`src/rtl/sim_mailbox_pkg.sv`:
```
`default_nettype none
// ----------------------------------------------------------------------------
// sim_mailbox_pkg : shared types and helpers for the result mailbox monitor
// rev 1.0
// ----------------------------------------------------------------------------
package sim_mailbox_pkg;

   localparam logic [31:0] MB_OFF_FLAG   = 32'h00;
   localparam logic [31:0] MB_OFF_FINISH = 32'h04;
   localparam logic [31:0] MB_OFF_TYPE   = 32'h08;
   localparam logic [31:0] MB_OFF_INDEX  = 32'h0C;
   localparam logic [31:0] MB_OFF_RESULT = 32'h10;
   localparam logic [31:0] MB_OFF_EXPECT = 32'h14;

   typedef enum logic [1:0] {
      IDLE = 2'd0,
      RUN  = 2'd1,
      PASS = 2'd2,
      FAIL = 2'd3
   } mb_state_t;

   typedef struct packed {
      logic [31:0] err_type;
      logic [31:0] err_index;
      logic [31:0] err_result;
      logic [31:0] err_expect;
   } mb_err_t;

   function automatic logic [31:0] byte_swap32(input logic [31:0] d);
      return {d[7:0], d[15:8], d[23:16], d[31:24]};
   endfunction

endpackage
`default_nettype wire

```
`src/rtl/sim_mailbox_log_fifo.sv`:
```
`default_nettype none
// ----------------------------------------------------------------------------
// sim_mailbox_log_fifo : synchronous FIFO with sticky overflow on dropped push
// rev 1.0
// ----------------------------------------------------------------------------
module sim_mailbox_log_fifo #(
   parameter int WIDTH = 8,
   parameter int DEPTH = 4
) (
   input  logic             clk,
   input  logic             rst,
   input  logic             push,
   input  logic             pop,
   input  logic [WIDTH-1:0] din,
   output logic [WIDTH-1:0] dout,
   output logic             empty,
   output logic             overflow
);

   localparam int PTR_W = $clog2(DEPTH);

   logic [WIDTH-1:0] mem [DEPTH];
   logic [PTR_W:0]   wr_ptr;
   logic [PTR_W:0]   rd_ptr;
   logic             full;
   logic             do_pop;
   logic             do_push;

   assign empty   = (wr_ptr == rd_ptr);
   assign full    = (wr_ptr[PTR_W] != rd_ptr[PTR_W]) &&
                    (wr_ptr[PTR_W-1:0] == rd_ptr[PTR_W-1:0]);
   assign do_pop  = pop && !empty;
   // a pop in the same cycle frees the slot the push is about to fill
   assign do_push = push && (!full || do_pop);
   assign dout    = mem[rd_ptr[PTR_W-1:0]];

   always_ff @(posedge clk) begin
      if (rst) begin
         wr_ptr   <= '0;
         rd_ptr   <= '0;
         overflow <= 1'b0;
         for (int i = 0; i < DEPTH; i++) mem[i] <= '0;
      end else begin
         if (do_push) begin
            mem[wr_ptr[PTR_W-1:0]] <= din;
            wr_ptr                 <= wr_ptr + 1'b1;
         end
         if (do_pop) rd_ptr <= rd_ptr + 1'b1;
         if (push && !do_push) overflow <= 1'b1;
      end
   end

endmodule
`default_nettype wire

```
`src/rtl/sim_result_mailbox_monitor.sv`:
```
`default_nettype none
// ----------------------------------------------------------------------------
// sim_result_mailbox_monitor : snoops mailbox writes, tracks per-channel
// pass/fail, logs failures and flags a global timeout.  rev 1.0
// ----------------------------------------------------------------------------
module sim_result_mailbox_monitor
   import sim_mailbox_pkg::*;
#(
   parameter logic [31:0] P_BASE_ADDR      = 32'h0002_0000,
   parameter int          P_CHANNELS       = 1,
   parameter int          P_CH_STRIDE_W    = 5,
   parameter int          P_BYTE_SWAP      = 1,
   parameter int          P_LOG_DEPTH      = 4,
   parameter logic [31:0] P_TIMEOUT_CYCLES = 32'd750000,
   localparam int         CH_W             = (P_CHANNELS > 1) ? $clog2(P_CHANNELS) : 1
) (
   input  logic                  iCLOCK,
   input  logic                  iRESET_SYNC,
   input  logic                  iMEMORY_REQ,
   input  logic                  iMEMORY_LOCK,
   input  logic [1:0]            iMEMORY_ORDER,
   input  logic                  iMEMORY_RW,
   input  logic [31:0]           iMEMORY_ADDR,
   input  logic [31:0]           iMEMORY_DATA,
   output logic [P_CHANNELS-1:0] oCH_DONE,
   output logic [P_CHANNELS-1:0] oCH_FAIL,
   output logic                  oALL_DONE,
   output logic                  oPASS,
   output logic                  oTIMEOUT,
   output logic                  oPROTOCOL_ERR,
   input  logic                  iLOG_RD,
   output logic                  oLOG_VALID,
   output logic [128+CH_W-1:0]   oLOG_DATA,
   output logic                  oLOG_OVERFLOW
);

   logic [31:0]                  addr_off;
   logic [31:0]                  ch_idx;
   logic [31:0]                  word_off;
   logic [31:0]                  wr_word;
   logic [CH_W-1:0]              sel_ch;
   logic                         bus_wr;
   logic                         wr_flag;
   logic                         wr_finish;
   logic                         wr_type;
   logic                         wr_index;
   logic                         wr_result;
   logic                         wr_expect;
   logic                         mb_write;
   logic [P_CHANNELS-1:0]        flag_vec;
   logic [P_CHANNELS-1:0][127:0] err_vec;
   logic                         log_push;
   logic                         log_empty;
   logic [31:0]                  tmo_cnt;

   assign addr_off = iMEMORY_ADDR - P_BASE_ADDR;
   assign ch_idx   = addr_off >> P_CH_STRIDE_W;
   assign word_off = addr_off & ((32'd1 << P_CH_STRIDE_W) - 32'd1);
   assign sel_ch   = ch_idx[CH_W-1:0];
   assign wr_word  = (P_BYTE_SWAP != 0) ? byte_swap32(iMEMORY_DATA) : iMEMORY_DATA;

   assign bus_wr    = iMEMORY_REQ && !iMEMORY_LOCK && (iMEMORY_ORDER == 2'b10) && iMEMORY_RW &&
                      (iMEMORY_ADDR >= P_BASE_ADDR) && (ch_idx < 32'(P_CHANNELS));
   assign wr_flag   = bus_wr && (word_off == MB_OFF_FLAG);
   assign wr_finish = bus_wr && (word_off == MB_OFF_FINISH);
   assign wr_type   = bus_wr && (word_off == MB_OFF_TYPE);
   assign wr_index  = bus_wr && (word_off == MB_OFF_INDEX);
   assign wr_result = bus_wr && (word_off == MB_OFF_RESULT);
   assign wr_expect = bus_wr && (word_off == MB_OFF_EXPECT);
   assign mb_write  = wr_flag | wr_finish | wr_type | wr_index | wr_result | wr_expect;

   for (genvar g = 0; g < P_CHANNELS; g++) begin : g_ch
      mb_state_t state;
      mb_state_t state_nxt;
      mb_err_t   err;
      logic      flag;
      logic      hit;

      assign hit = mb_write && (sel_ch == CH_W'(g));

      always_ff @(posedge iCLOCK) begin
         if (iRESET_SYNC) state <= IDLE;
         else             state <= state_nxt;
      end

      always_comb begin
         state_nxt = state;
         if (hit && (state == IDLE || state == RUN)) begin
            if (wr_finish) state_nxt = flag ? PASS : FAIL;
            else           state_nxt = RUN;
         end
      end

      // flag is taken from the raw bus lane, never swapped
      always_ff @(posedge iCLOCK) begin
         if (iRESET_SYNC) begin
            flag <= 1'b0;
            err  <= '0;
         end else if (hit) begin
            if (wr_flag)   flag           <= iMEMORY_DATA[24];
            if (wr_type)   err.err_type   <= wr_word;
            if (wr_index)  err.err_index  <= wr_word;
            if (wr_result) err.err_result <= wr_word;
            if (wr_expect) err.err_expect <= wr_word;
         end
      end

      assign oCH_DONE[g] = (state == PASS) || (state == FAIL);
      assign oCH_FAIL[g] = (state == FAIL);
      assign flag_vec[g] = flag;
      assign err_vec[g]  = err;
   end

   assign oALL_DONE = &oCH_DONE;
   assign oPASS     = oALL_DONE && ~|oCH_FAIL;
   assign log_push  = wr_finish && !oCH_DONE[sel_ch] && !flag_vec[sel_ch];

   always_ff @(posedge iCLOCK) begin
      if (iRESET_SYNC) begin
         tmo_cnt       <= '0;
         oTIMEOUT      <= 1'b0;
         oPROTOCOL_ERR <= 1'b0;
      end else begin
         if (!oALL_DONE && (tmo_cnt < P_TIMEOUT_CYCLES)) tmo_cnt <= tmo_cnt + 32'd1;
         if ((P_TIMEOUT_CYCLES != 32'd0) && (tmo_cnt == P_TIMEOUT_CYCLES)) oTIMEOUT <= 1'b1;
         if (wr_finish && oCH_DONE[sel_ch]) oPROTOCOL_ERR <= 1'b1;
      end
   end

   sim_mailbox_log_fifo #(
      .WIDTH (128 + CH_W),
      .DEPTH (P_LOG_DEPTH)
   ) u_log (
      .clk      (iCLOCK),
      .rst      (iRESET_SYNC),
      .push     (log_push),
      .pop      (iLOG_RD),
      .din      ({sel_ch, err_vec[sel_ch]}),
      .dout     (oLOG_DATA),
      .empty    (log_empty),
      .overflow (oLOG_OVERFLOW)
   );

   assign oLOG_VALID = !log_empty;

endmodule
`default_nettype wire

```
`config.mk`:
```
export PLATFORM = sky130hd
export DESIGN_NAME = sim_result_mailbox_monitor
export DESIGN_NICKNAME = d
export VERILOG_FILES = /design/src/rtl/sim_mailbox_pkg.sv /design/src/rtl/sim_mailbox_log_fifo.sv /design/src/rtl/sim_result_mailbox_monitor.sv
export SDC_FILE = /design/constraint.sdc
export NUM_CORES = 1
export LEC_CHECK = 0
export CORE_ASPECT_RATIO = 1.4
export CORE_MARGIN = 2
export CORE_UTILIZATION = 33
export CTS_CLUSTER_SIZE = 25
export DETAILED_ROUTE_END_ITERATION = 8
export GPL_ROUTABILITY_DRIVEN = 0
export HOLD_SLACK_MARGIN = 0.06
export SLEW_MARGIN = 15
export SYNTH_ARGS = -nofsm -noshare
export SYNTH_HDL_FRONTEND = slang
export SYNTH_SLANG_ARGS = --single-unit
```
`constraint.sdc`:
```
create_clock -name iCLOCK -period 20.5 [get_ports iCLOCK]
set_input_delay 5.125 -clock iCLOCK [delete_from_list [all_inputs] [get_ports iCLOCK]]
set_output_delay 5.125 -clock iCLOCK [all_outputs]
set_load 0.05 [all_outputs]
```
Yosys cells after proc, flatten, opt, wreduce, memory -nomap -nowiden
Memories as Yosys holds them, arrays and structs flattened. A register that Yosys moved wholly into a read port is not among the register bits.
Cells that the tools add are included.
{"block": "classes", "add_sub_neg": 4, "n_lt_le_gt_ge": 4, "bitwise_logic": 6, "n_reduce_logical": 41, "eq_ne": 13, "mux": 15}
{"op": "two-way mux 129 bit", "n": 1}
{"op": "OR reduction 129 bit", "n": 1}
{"op": "two-way mux 128 bit", "n": 1}
{"op": "adder 32 x 1 -> 32 bit, second input constant", "n": 1}
{"op": "equality test 32 x 20 -> 1 bit, second input constant", "n": 1}
{"op": ">= comparator 32 x 18 -> 1 bit, second input constant", "n": 1}
{"op": "zero test 32 bit", "n": 1}
{"op": "less-than comparator 32 x 20 -> 1 bit, second input constant", "n": 1}
{"op": "subtractor 32 x 18 -> 32 bit, second input constant", "n": 1}
{"op": "less-than comparator 27 x 1 -> 1 bit, second input constant", "n": 1}
{"op": "logical AND 1 bit", "n": 22}
{"op": "equality test 5 x 4 -> 1 bit, second input constant", "n": 2}
{"op": "equality test 5 bit, second input constant", "n": 2}
{"op": "AND reduction 2 bit", "n": 5}
{"op": "two-way mux 1 bit", "n": 9}
{"op": "zero test 1 bit", "n": 8}
{"op": "two-way mux 2 bit", "n": 4}
{"op": "adder 3 x 1 -> 3 bit, second input constant", "n": 2}
{"op": "equality test 2 bit, second input constant", "n": 3}
{"op": "equality test 5 x 3 -> 1 bit, second input constant", "n": 1}
{"op": "bitwise OR 1 bit", "n": 5}
{"op": "equality test 3 bit", "n": 1}
{"op": "logical OR 1 bit", "n": 3}
{"op": "equality test 2 x 1 -> 1 bit, second input constant", "n": 1}
{"op": "5 further kinds", "n": 5}
{"block": "totals", "output_inout_bits": 137, "memories": 1, "register_bits": 172, "ramBits": 516, "in_bits": 72}
{"name": "u_log.mem", "depth": 4, "width": 129, "read_ports": 1, "rd_ports_with_merged_regs": 1, "write_ports": 4, "line_no": "sim_mailbox_log_fifo.sv:22", "source": "logic [WIDTH-1:0] mem [DEPTH];"}

Longest topological paths before layout
Gate-level depths: netlist (run 1).
{"block": "logic_depth", "depth_word": 15, "mapped_depth": 10}

Cells and area by module
From an unflattened synthesis (run 1), not the netlist that was laid out.
{"block": "hier_totals", "hier_cells": 1923, "area_unflattened_um2": 29164.2}
{"module": "sim_mailbox_log_fifo", "n_inst": 1, "cells_each": 1293, "seq_area_each_um2": 15675.0, "area_each_um2": 22705.5}
{"module": "sim_result_mailbox_monitor", "n_inst": 1, "cells_each": 630, "seq_area_each_um2": 3303.2, "area_each_um2": 6458.7}

Least setup slack after synthesis (run 1)
No wires, ideal clock.
{"block": "synth_path", "kind": "input port to flip-flop", "from": "in iMEMORY_ADDR[17]", "to": "mem u_log.mem[3][0] in the netlist's numbering (enable)", "path_slack_ns": 7.410, "n_path_buf": 0, "setup_ns": 0.644, "path_stages": 7, "required_time_ns": 19.856, "arrival_ns": 12.446, "cell_sequence": "inv_1 > ha_1 > nor4b_2 > nand2_1 > nor4_2 > nand4_1 > o21bai_1"}
{"element": "from (decl)", "line_no": "sim_result_mailbox_monitor.sv:23", "source": "input logic [31:0] iMEMORY_ADDR,"}
{"element": "to (decl)", "line_no": "sim_mailbox_log_fifo.sv:22"}

==> flow_summary_export.csv, run 1 <==
group,metric,value,unit
synth,yosysTopAreaCell,"sky130_fd_sc_hd__edfxtp_1",
drt,wirelength,73.3,mm
synth,post_synth_instance_area,28700,um2
synth,ys_dominant_reg_cell,"sky130_fd_sc_hd__edfxtp_1",
worst_setup_path,cpMostUsedCell,"sky130_fd_sc_hd__buf_4",
timing,finalWorstPathRequiredPeriod,10290,ps
die,die_width,253,um
worst_setup_path,timing.critical_path.from_type,"input port",
die,ioPinCount,209,
cts,holdBufCountCts,0,
power_and_ir_drop,power.switching,0.000661,W
global_routing,first_global_vias,17443,
timing,grt_setup_unrepaired,"false",
drt,drt_pre_antenna_iters,5,
worst_setup_path,rr_startpoint,"u_log.wr_ptr[0]$_SDFFE_PP0P_",
layout,antenna_cells_inserted,0,
timing,hold_slack,467,ps
worst_setup_path,r2r_end,"u_log.mem[0][62]$_SDFFCE_PN0P_",
synth,seq_area_frac_synth,66.0,%
worst_setup_path,cp.depth,11,
cts,tritoncts.num_buffers,69,
worst_setup_path,worstSetupStartpoint,"iMEMORY_ADDR[17]",
power_and_ir_drop,worst_ir_drop_vdd,62.3,uV
worst_setup_path,r2r_slack,15490,ps
power_and_ir_drop,fin_total_pwr,0.00303,W
layout,synthToLayoutAreaGrowth,19.4,%
timing,setup_tns,0,ps
synth,synth.top_cells.by_area,"sky130_fd_sc_hd__edfxtp_1, sky130_fd_sc_hd__dfxtp_1, sky130_fd_sc_hd__and2_1",
timing,timing.final.crit_share,50.2,%
drt,vias,16293,
drt,routed_via_density,4.84,
cts,clock_sinks,690,
synth,post_synth.cell_area_avg,14.7,um2
worst_setup_path,cp_max_fo,82,
synth,synth_seq_cells,690,
worst_setup_path,critPathSlowestCell,"sky130_fd_sc_hd__and4_4",
power_and_ir_drop,cell_internal_pwr,0.00237,W
power_and_ir_drop,switching_share,21.8,%
die,initial_utilization,33.2,%
global_routing,grt_pass1_wl,109,mm
synth,ys_top_cells_by_count,"sky130_fd_sc_hd__and2_1, sky130_fd_sc_hd__edfxtp_1, sky130_fd_sc_hd__dfxtp_1",
power_and_ir_drop,share_seq_of_total_power,51.5,%
cts,clock-root-buffer,"sky130_fd_sc_hd__clkbuf_16",
worst_setup_path,rr_worst_depth,8,
global_routing,number_of_antenna_violations_at_the_first_check_in_global_routing,1,
die,chipHeight,353,um
synth,netlist-cell-type-count,52,
worst_setup_path,worst_ep_arrival_time,10510,ps
die,design.die.area,89500,um2
timing,slew_violations,0,
worst_setup_path,crit_type,"in2reg",
global_routing,largest_net_degree_at_the_start_of_global_routing,130,
cts,h-tree-depth,3,
layout,design.final.nets,2219,
worst_setup_path,crit_chain,"clkdlybuf4s50_1, inv_1, ha_1, nor4b_2, nand2_1, nor4_2, and4_4, nor3b_4, buf_4, or2_4, buf_4",
cts,clk_path_buf_depth,3,
cts,clkTransAtPathRegs,60,ps
drt,antenna_left,0,
power_and_ir_drop,share_clk_of_total_power,43.0,%
hold_path,holdCritPathClass,"reg2reg",
drt,mean_routed_wirelength_per_cell,21.8,um
outcome,status,"finished, final reports clean",
drt,first_iter_violations,868,
global_routing,grt_overflow,0,
placement,portBuffers,208,
die,rows,128,
placement,post-dp-hpwl,41.8,mm
timing,relSlewSlack,29.6,%
run,cap_viol_max_count,0,
cts,cts_resized,0,
die,fp.coreArea,86600,um2
cts,clock_tree_from_tritoncts,"built",
global_routing,grt_use_total,16.4,%
cts,clk-insertion-delay-late,620,ps
power_and_ir_drop,cellLeakagePower,12.2,nW
cts,post_cts_setup_repair_buffer_count,0,
placement,worst_slack_placed,9510,ps
worst_setup_path,endpoint,"u_log.mem[0][62]$_SDFFCE_PN0P_",
timing,maximum_clock_skew_at_final_layout,31.2,ps
synth,yosys_warnings,0,
timing,max_slew.worst_pin.slew,1060,ps
timing,hold_viol_final,0,
worst_setup_path,critical_path.endpoint_type,"flop",
power_and_ir_drop,cellPowerDensity,88.4,nW/um2
worst_setup_path,critical_path.top_delay_family,"simple AND/OR/NAND/NOR gates",
synth,syn_inst,1960,
worst_setup_path,critPathRequiredTime,20720,ps
timing,fmax,97.2,MHz
timing,layout_setup_ws,10210,ps
worst_setup_path,max_stage_delay,920,ps
drt,detail_route.drc_violations,0,
synth,asyncSetResetFlopFracSynth,0,%
power_and_ir_drop,power.share.combinational,5.5,%
layout,post_route_cells_drive_above_1_share,12.5,%
synth,synth_top_area_share,53.9,%
timing,final-setup-viol-count,0,
synth,synth_edf_count,516,
worst_setup_path,cp.buffers_inverters,4,
[cells in the final DEF (no fill, tap or decap), types with 13 or more instances in the layout]
master,count
sky130_fd_sc_hd__nand3_1,13
sky130_fd_sc_hd__nor4_1,14
sky130_fd_sc_hd__nor2_1,130
sky130_fd_sc_hd__clkdlybuf4s50_1,207
sky130_fd_sc_hd__buf_4,23
sky130_fd_sc_hd__mux2i_1,98
sky130_fd_sc_hd__mux4_2,129
sky130_fd_sc_hd__clkbuf_1,15
sky130_fd_sc_hd__clkbuf_16,72
sky130_fd_sc_hd__nand4_1,14
sky130_fd_sc_hd__a21oi_1,41
sky130_fd_sc_hd__nor2b_1,14
sky130_fd_sc_hd__and2_1,516
sky130_fd_sc_hd__nand2_1,82
sky130_fd_sc_hd__xor2_1,19
sky130_fd_sc_hd__edfxtp_1,516
sky130_fd_sc_hd__dfxtp_1,172
[power by group through the flow]
stage / clock network, W / logic (W) / registers (W)
after floorplan: 0 / 0.0000929 / 0.00159
after global placement: 0 / 0.000171 / 0.00159
after detailed placement: 0 / 0.000171 / 0.00159
after CTS: 0.00133 / 0.000171 / 0.00156
after global routing: 0.00138 / 0.000174 / 0.00157
final: 0.00130 / 0.000167 / 0.00156
[worst min-delay path by stage]
stage                                   startpoint                       end  slack, ps  cells past startpoint
after floorplan           tmo_cnt[22]$_SDFFE_PP0P_  tmo_cnt[22]$_SDFFE_PP0P_        440                      1
after global placement    tmo_cnt[22]$_SDFFE_PP0P_  tmo_cnt[22]$_SDFFE_PP0P_        450                      1
after detailed placement  tmo_cnt[30]$_SDFFE_PP0P_  tmo_cnt[30]$_SDFFE_PP0P_        460                      1
after CTS                 tmo_cnt[30]$_SDFFE_PP0P_  tmo_cnt[30]$_SDFFE_PP0P_        470                      1
after global routing      tmo_cnt[29]$_SDFFE_PP0P_  tmo_cnt[29]$_SDFFE_PP0P_        480                      1
final                     tmo_cnt[23]$_SDFFE_PP0P_  tmo_cnt[23]$_SDFFE_PP0P_        470                      1
[layer usage]
layer	part of all wire (%)	up-vias	global-route usage, %
met5	0.0096	-	0
met4	3.8	2	7.22
met3	4.8	115	2.71
met2	52	428	29.2
met1	39	8334	19.4
li1	-	7414	-
[cells by family (layout without fill, tap and decap cells)]
logic type | Yosys count | in the layout | synth area share, %
buffers and inverters | 132 | 368 | 1.99
and+or+nand+nor | 823 | 823 | 16.2
muxes | 228 | 228 | 13.6
DFF | 690 | 690 | 66.0
adders and majority gates | 5 | 5 | 0.218
AOI/OAI and AO/OA | 56 | 56 | 1.20
other | 1 | 4 | 0.0131
xor gates and xnor gates | 25 | 25 | 0.762
[registers in the layout, indices dropped and copies added, names as in the netlist, 2 cells and up, named ones only]
signal        flops
u_log.rd_ptr      3
u_log.wr_ptr      3
tmo_cnt          32
g_ch.state        2
err_vec         128
u_log.mem       516
[layout make-up]
type                       count  area (um2)
timing repair buffer         232        2280
multi-input combinational   1141        9230
clock buffer                  93        1940
tap                         1170        1460
inverter                       8        30.0
sequential                   690       19000
clock inverter                35         395
fill                        7943       52300
[metrics by stage]
step	cells	area, um2	util [%]
CTS	3369	34300	39.6
detailed placement	3241	32000	36.9
finish	3369	34300	39.6
global route	3369	34300	39.6
floorplan	1963	28700	-
global placement	3241	32000	36.9
(Power assumes the default switching activity.)
==> run 2, diff against run 1 <==
Clock period 20.5 ns to 10.72 ns, I/O delays scaled along.
==> run 2 against run 1 <==
Compared with the run above: power up 92%; final area is essentially flat; critical path depth decreased by 1; non-clock buffer count decreased by 4; via count increased by 0.23%; cell count fell by 0.12%; largest cell class unchanged.
==> flow_summary_export.csv, run 2 (synthesis gave the netlist of run 1 again) <==
group,metric,value,unit
timing,maximum_clock_skew_at_final_layout,21.9,ps
global_routing,grt_use_total,16.5,%
global_routing,grt_overflow,0,
power_and_ir_drop,cellPowerDensity,170,nW/um2
die,fp.coreArea,86600,um2
drt,first_iter_violations,971,
worst_setup_path,critical_path.endpoint_type,"flop",
timing,grt_setup_unrepaired,"false",
layout,final_cell_count_without_fillers,3365,
drt,routed_via_density,4.85,
power_and_ir_drop,share_clk_of_total_power,43.3,%
timing,relSlewSlack,21.8,%
die,rows,128,
run,cap_viol_max_count,0,
worst_setup_path,crit_type,"in2reg",
hold_path,holdCritPathClass,"reg2reg",
die,design.die.area,89500,um2
power_and_ir_drop,share_seq_of_total_power,51.2,%
layout,most-common-layout-cells,"sky130_fd_sc_hd__and2_1, sky130_fd_sc_hd__edfxtp_1, sky130_fd_sc_hd__clkdlybuf4s50_1",
die,initial_utilization,33.2,%
cts,clock-root-buffer,"sky130_fd_sc_hd__clkbuf_16",
drt,detail_route.drc_violations,0,
global_routing,number_of_antenna_violations_at_the_first_check_in_global_routing,1,
die,die_width,253,um
die,chipHeight,353,um
cts,h-tree-depth,3,
timing,layout_setup_ws,3190,ps
cts,holdBufCountCts,0,
layout,layout.area.seq,19000,um2
cts,clk-insertion-delay-late,610,ps
placement,portBuffers,208,
timing,max_slew.worst_pin.slew,1170,ps
layout,multi_input_area,9230,um2
drt,wirelength,73.9,mm
worst_setup_path,worst_ep_arrival_time,7760,ps
power_and_ir_drop,fin_total_pwr,0.00584,W
timing,final-setup-viol-count,0,
drt,drt_pre_antenna_iters,5,
worst_setup_path,critPathRequiredTime,10950,ps
cts,clkTransAtPathRegs,70,ps
cts,tritoncts.num_buffers,69,
power_and_ir_drop,switching_share,21.8,%
hold_path,holdCritStartpoint,"tmo_cnt[22]$_SDFFE_PP0P_",
timing,finalWorstPathRequiredPeriod,7530,ps
global_routing,largest_net_degree_at_the_start_of_global_routing,92,
placement,worst_slack_placed,2500,ps
timing,hold_viol_final,0,
layout,largest_reg_flops,516,
timing,slew_violations,0,
placement,dp.cells,3237,
drt,mean_routed_wirelength_per_cell,22.0,um
die,ioPinCount,209,
power_and_ir_drop,cellLeakagePower,12.2,nW
worst_setup_path,r2r_end,"u_log.mem[2][78]$_SDFFCE_PN0P_",
cts,clock_tree_from_tritoncts,"built",
cts,clock_sinks,690,
power_and_ir_drop,cell_internal_pwr,0.00456,W
timing,setup_tns,0,ps
global_routing,first_global_vias,17386,
worst_setup_path,cp_max_fo,67,
hold_path,timing.hold.worst_path_depth,1,
layout,design.final.nets,2215,
layout,filler_cell_count,7974,
worst_setup_path,rr_startpoint,"g_ch[0].state[1]$_SDFFE_PP0P_",
power_and_ir_drop,power.share.combinational,5.5,%
worst_setup_path,rr_worst_depth,6,
cts,post_cts_setup_repair_buffer_count,0,
worst_setup_path,worstSetupStartpoint,"iMEMORY_ADDR[17]",
drt,vias,16331,
outcome,status,"finished, final reports clean",
layout,antenna_cells_inserted,0,
timing,fmax,133,MHz
power_and_ir_drop,power.switching,0.00128,W
layout,post_route_cells_drive_above_1_share,12.7,%
cts,cts_resized,0,
worst_setup_path,timing.critical_path.from_type,"input port",
global_routing,grt_pass1_wl,109,mm
timing,timing.final.crit_share,70.3,%
power_and_ir_drop,worst_ir_drop_vdd,127,uV
hold_path,min_delay_worst_endpoint,"tmo_cnt[22]$_SDFFE_PP0P_",
cts,clk_path_buf_depth,3,
layout,postLayoutCoreUtil,39.6,%
drt,antenna_left,0,
placement,post-dp-hpwl,42.0,mm
layout,largest_register,"u_log.mem",
layout,synthToLayoutAreaGrowth,19.5,%
worst_setup_path,r2r_slack,5970,ps
-- run 2: cell types whose count changed in the layout (fill, tap and decap cells not counted), moves of 3 or more --
cell | before | now
sky130_fd_sc_hd__buf_4 | 23 | 17
sky130_fd_sc_hd__clkinv_1 | 11 | 5
sky130_fd_sc_hd__clkinv_2 | 9 | 13
sky130_fd_sc_hd__clkinvlp_4 | 0 | 3
-- run 2: final cells by class --
| cell class | count | share of cell area [%] |
|---|---|---|
| well taps | 1170 | 4.26 |
| clock inverters | 39 | 1.40 |
| clock buffers | 89 | 5.49 |
| inverters | 8 | 0.0874 |
| repair buffers | 228 | 6.61 |
| multi-input cells | 1141 | 26.9 |
| flip-flops and latches | 690 | 55.3 |
-- run 2: power by group through the flow --
stage | clock (W) | sequential [W] | combinational, W
4_1_cts | 0.00259 | 0.00299 | 0.000330
3_5_place_dp | 0 | 0.00305 | 0.000329
3_3_place_gp | 0 | 0.00304 | 0.000328
6_report | 0.00253 | 0.00299 | 0.000321
5_1_grt | 0.00269 | 0.00300 | 0.000335
2_1_floorplan | 0 | 0.00304 | 0.000178
-- run 2: metrics by stage --
| step | hold WS [ps] | area [um2] |
|---|---|---|
| 3_3_place_gp | 454 | 32000 |
| 6_report | 467 | 34300 |
| 3_5_place_dp | 458 | 32000 |
| 4_1_cts | 472 | 34300 |
| 2_1_floorplan | 438 | 28700 |
| 5_1_grt | 479 | 34300 |
-- run 2: worst max-delay path by stage --
| stage | endpoint | slack (ps) | cells after the start |
|---|---|---|---|
| 2_1_floorplan | u_log.mem[3][0]$_DFFE_PP_ | 70 | 7 |
| 3_3_place_gp | u_log.mem[2][108]$_SDFFCE_PN0P_ | 2540 | 10 |
| 3_5_place_dp | u_log.mem[2][108]$_SDFFCE_PN0P_ | 2500 | 10 |
| 4_1_cts | u_log.mem[2][108]$_SDFFCE_PN0P_ | 3150 | 10 |
| 5_1_grt | u_log.mem[2][42]$_SDFFCE_PN0P_ | 2880 | 10 |
| 6_report | u_log.mem[2][78]$_SDFFCE_PN0P_ | 3190 | 10 |
-- run 2: layer usage --
layer | track usage, % | share of wire [%] | up-vias
li1 | - | - | 7413
met1 | 19.1 | 39 | 8370
met2 | 29.8 | 53 | 422
met3 | 2.70 | 4.5 | 124
met4 | 6.89 | 3.9 | 2
met5 | 0 | 0.019 | -
-- run 2: worst max-delay path, cell delays in order --
cell and delay [ps]:
sky130_fd_sc_hd__clkdlybuf4s50_1 550, sky130_fd_sc_hd__inv_1 60, sky130_fd_sc_hd__ha_1 270, sky130_fd_sc_hd__nor4b_2 240, sky130_fd_sc_hd__nand2_1 110, sky130_fd_sc_hd__nor4_2 620
sky130_fd_sc_hd__and4_4 690, sky130_fd_sc_hd__and3b_4 850, sky130_fd_sc_hd__or2_4 1000, sky130_fd_sc_hd__buf_12 420
